[config.mk]
export PLATFORM = sky130hd
export DESIGN_NAME = dot_vector_loader
export DESIGN_NICKNAME = d
export VERILOG_FILES = /design/src/rtl/dot_product_pkg.sv /design/src/rtl/dot_vector_loader.sv
export SDC_FILE = /design/constraint.sdc
export NUM_CORES = 1
export LEC_CHECK = 0
export ABC_AREA = 0
export CORE_MARGIN = 2
export CORE_UTILIZATION = 42
export CTS_CLUSTER_SIZE = 25
export DETAILED_ROUTE_END_ITERATION = 10
export GPL_ROUTABILITY_DRIVEN = 0
export PLACE_DENSITY = 0.77
export SYNTH_ARGS = -nofsm -noshare
export SYNTH_HDL_FRONTEND = slang
export SYNTH_SLANG_ARGS = --single-unit
[constraint.sdc]
create_clock -name clock -period 1.5 [get_ports clock]
set_input_delay 0.3 -clock clock [delete_from_list [all_inputs] [get_ports clock]]
set_output_delay 0.3 -clock clock [all_outputs]
set_load 0.01 [all_outputs]
[src/rtl/dot_product_pkg.sv]
// rtl/dot_product_pkg.sv - shared types and sizing helpers for the dot-product vector loader
package dot_product_pkg;

    typedef enum logic {
        LOAD = 1'b0,
        FULL = 1'b1
    } loader_state_t;

    function automatic int cnt_width(input int n);
        return (n > 1) ? $clog2(n) : 1;
    endfunction

    function automatic int vec_width(input int n, input int w);
        return n * w;
    endfunction

endpackage

[src/rtl/dot_vector_loader.sv]
// rtl/dot_vector_loader.sv - assembles serial (a_i, b_i) pairs into packed vectors for dot_product
module dot_vector_loader
    import dot_product_pkg::*;
#(
    parameter int num_elems  = 5,
    parameter int data_width = 2
) (
    input  logic                                 clock,
    input  logic                                 reset,
    input  logic                                 in_valid,
    output logic                                 in_ready,
    input  logic [data_width-1:0]                in_a,
    input  logic [data_width-1:0]                in_b,
    input  logic                                 in_last,
    output logic                                 out_valid,
    input  logic                                 out_ready,
    output logic [vec_width(num_elems, data_width)-1:0] out_a,
    output logic [vec_width(num_elems, data_width)-1:0] out_b,
    output logic                                 out_err
);

    localparam int cw = cnt_width(num_elems);
    localparam int vw = vec_width(num_elems, data_width);
    localparam logic [cw-1:0] last_idx = cw'(num_elems - 1);

    loader_state_t   state, state_next;
    logic [cw-1:0]   count, count_next;
    logic [vw-1:0]   a_next, b_next;
    logic            err_next;
    logic [cw-1:0]   lane;
    logic            accept;
    logic            at_last_lane;

    // A vector waiting in FULL always restarts at lane 0 when it is replaced.
    always_comb begin
        in_ready     = (state == LOAD) || out_ready;
        out_valid    = (state == FULL);
        accept       = in_valid && in_ready;
        lane         = (state == FULL) ? '0 : count;
        at_last_lane = (lane == last_idx);
    end

    always_comb begin
        state_next = state;
        count_next = count;
        a_next     = out_a;
        b_next     = out_b;
        err_next   = out_err;

        if (accept) begin
            // Writing lane 0 wipes the rest so short vectors read zero in unused lanes.
            for (int i = 0; i < num_elems; i++) begin
                if (lane == cw'(i)) begin
                    a_next[i*data_width +: data_width] = in_a;
                    b_next[i*data_width +: data_width] = in_b;
                end else if (lane == '0) begin
                    a_next[i*data_width +: data_width] = '0;
                    b_next[i*data_width +: data_width] = '0;
                end
            end

            if (in_last || at_last_lane) begin
                state_next = FULL;
                count_next = '0;
                err_next   = !(in_last && at_last_lane);
            end else begin
                state_next = LOAD;
                count_next = lane + 1'b1;
            end
        end else if (state == FULL && out_ready) begin
            state_next = LOAD;
        end
    end

    always_ff @(posedge clock or posedge reset) begin
        if (reset) begin
            state   <= LOAD;
            count   <= '0;
            out_a   <= '0;
            out_b   <= '0;
            out_err <= 1'b0;
        end else begin
            state   <= state_next;
            count   <= count_next;
            out_a   <= a_next;
            out_b   <= b_next;
            out_err <= err_next;
        end
    end

endmodule

==> results.tsv <==
metric	value	unit
outcome	complete, no violations	
vias per cell	5.27	
CTS max path bufs	2	
met3 Track Usage GR	3.40	%
crit path cell chain	buf_6 > and3b_1 > ha_2 > nor3_1 > mux2_2	
Clk Latency, worst-skew pair	0.32	ns
Final Util	63.8	%
I/O pin total	32	
Final Max Tran Viols	0	
PD cells	1050	nW/um^2
Die ar.	3310	um^2
post-synth cell types	28	
CTS hold repair buffers	0	
n_diodes	0	
Post-Syn Nets	119	
pre-CTS setup slack	-0.381	ns
first-pass GRT wire length	5030	um
Routed WL	2920	um
GRT Total Usage	19.4	%
sequential area share after synthesis	52.0	%
final cycle utilization of the critical path	99.9	%
vias in the first global route	1111	
effective utilization at floorplan	44.0	%
worst r2r path cells	5	
clock sinks	25	
M1 GR Usage	27.7	%
grt peak-use layer	met2	
share of cells above drive strength 1	26.9	%
Row Count	19	
Post-synth EDFFs	0	
syn avg cell area	11.0	um^2
count of final hold-check violations	0	
Least-Margin Pin Slew	0.315	ns
# H-tree levels	1	
Post-Synthesis Cells	109	
crit path DAT	1.77	ns
skew final	0.00436	ns
total power	1.83	mW
Fillers	232	
Final min period	1.50	ns
Crit Path Max Fanout	5	
count of input and output buffers	31	
largest net degree at the start of global routing	26	
CP max stage cell	dfrtp_2	
Worst setup EP type	flip-flop	
Max-Cap Viols	0	
top cells by area, synth	dfrtp_1, mux2i_1, mux2_2, nand2_1, a22o_1	
Num CTS Buffers	3	
internal reg-to-reg setup slack	0.001	ns
root buf cell	clkbuf_4	
P&R area growth vs syn	45.1	%
Leak Pwr	0.874	nW
Post-synth ARST share	100	%
Setup crit start kind	flip-flop	
die width	57.5	um
clock-pin slew on the worst setup and hold paths	0.13	ns
nets@finish	171	
unrepaired setup endpoints after global routing	yes	
wire length per cell	15.3	um
CTS tree	yes	
fmax	667	MHz
Iter 0 DRT Violations	16	
Max stage delay on crit path	0.47	ns
DP HPWL	2230	um
worst relative slew slack	78.9	%
placed instance area	1670	um^2
Setup WS post-layout	0.00129	ns
total grt overflow	0	
ANT nets after route	0	
Max VDD drop	0.000753	V
worst hold slack	0.306	ns
Die Y-Extent	57.5	um
endpoints failing setup	0	
Crit Path Category	flip-flop to flip-flop	
area leader, netlist	dfrtp_1	
Syn. warnings	0	
Synth top cells by count	dfrtp_1, nand2_1, inv_1	
CP required	1.77	ns
Mapped Area	1200	um^2
Yosys reg bits	25	
initial antenna violation count	0	
Core Area	2730	um^2
DR vias	1006	
Post-synth top flop	dfrtp_1	
post-synth top area share	52.0	%
design area	1740	um^2
M2 GR Usage	30.0	%
DR pass1 iterations	4	
Hold Path Class	input port to asynchronous set/reset pin	
DRC Markers	0	
count leader, synth	dfrtp_1	
-- worst max-delay path, delay by kind of cell (launching register included) --
kind	cells	cell delay [ns]
DFF	1	0.47
muxes	1	0.18
and+or+nand+nor	2	0.40
buffers and inverters	1	0.14
adders and majority gates	1	0.27
-- flip-flops by register name, summed over array words and instances (netlist names) --
name / count
count: 3
out_a: 10
out_b: 10
out_err: 1
out_valid: 1
-- worst paths after layout --
check | start | endpoint
max | out_valid$_DFFE_PP0P_ | count[2]$_DFFE_PP0P_
min | reset | out_a[5]$_DFFE_PP0P_
max reg2reg | out_valid$_DFFE_PP0P_ | count[2]$_DFFE_PP0P_
min reg2reg | out_a[8]$_DFFE_PP0P_ | out_a[8]$_DFFE_PP0P_
max in group asynchronous | reset | count[0]$_DFFE_PP0P_
min in group clock | out_a[8]$_DFFE_PP0P_ | out_a[8]$_DFFE_PP0P_
-- cells in the final DEF (no fill, tap or decap), drive strengths merged --
cell type,netlist,layout
a21oi,2,2
dfrtp,25,25
nor4b,3,3
a211oi,1,1
clkinv,0,1
dlygate4sd2,0,22
buf,3,21
nand3b,1,1
nor2,2,2
nand2b,1,1
o2bb2ai,5,5
o21ai,10,10
nor4,1,1
nor3b,1,1
and2b,1,1
mux2,5,5
nand2,12,12
mux2i,8,8
ha,1,1
nor3,5,5
inv,11,11
a22o,5,5
and3b,2,2
and2,2,2
o21a,1,1
clkbuf,1,3
clkdlybuf4s50,0,8
-- stage by stage --
stage / cells / TNS, ns
2_1_floorplan: 109 / 0
3_3_place_gp: 185 / -4.13
3_5_place_dp: 185 / -4.93
4_1_cts: 190 / -0.00137
5_1_grt: 191 / -0.0786
6_report: 191 / 0
-- metal layers --
| layer | share of wire, % | wire, um |
|---|---|---|
| met5 | 0 | 0 |
| met1 | 44 | 1290 |
| met3 | 4.3 | 125 |
| met4 | 2.4 | 70 |
| met2 | 49 | 1440 |
-- report_power, final --
part	leakage, nW	internal [mW]	switching [mW]
registers	0.328	0.782	0.0777
logic	0.528	0.349	0.314
clock network	0.0177	0.100	0.206
total	0.874	1.23	0.598
-- timing repair --
action | CTS | global route
pin swaps | 1 | 3
buffers inserted | 1 | 1
endpoints found under the setup margin | 29 | 22
gates resized for setup | 28 | 19
-- logic make-up (layout without fill, tap and decap cells) --
kind of cell / after synthesis / count (layout) / share of synthesized area (%)
compound gates: 24 / 24 / 13.5
fa+ha+maj: 1 / 1 / 1.04
buf+inv: 15 / 66 / 5.72
flops: 25 / 25 / 52.0
mux: 13 / 13 / 11.3
simple gates: 31 / 31 / 16.3
-- final cells by class --
type	instances	area (um^2)	share of cell area, %
flip-flops and latches	25	628	36.0
multi-input cells	69	569	32.6
repair buffers	51	439	25.2
inverters	11	41.3	2.37
well taps	31	38.8	2.22
clock buffers	3	22.5	1.29
clock inverters	1	5.00	0.287
Note: power is estimated with default switching activity, not from simulation.
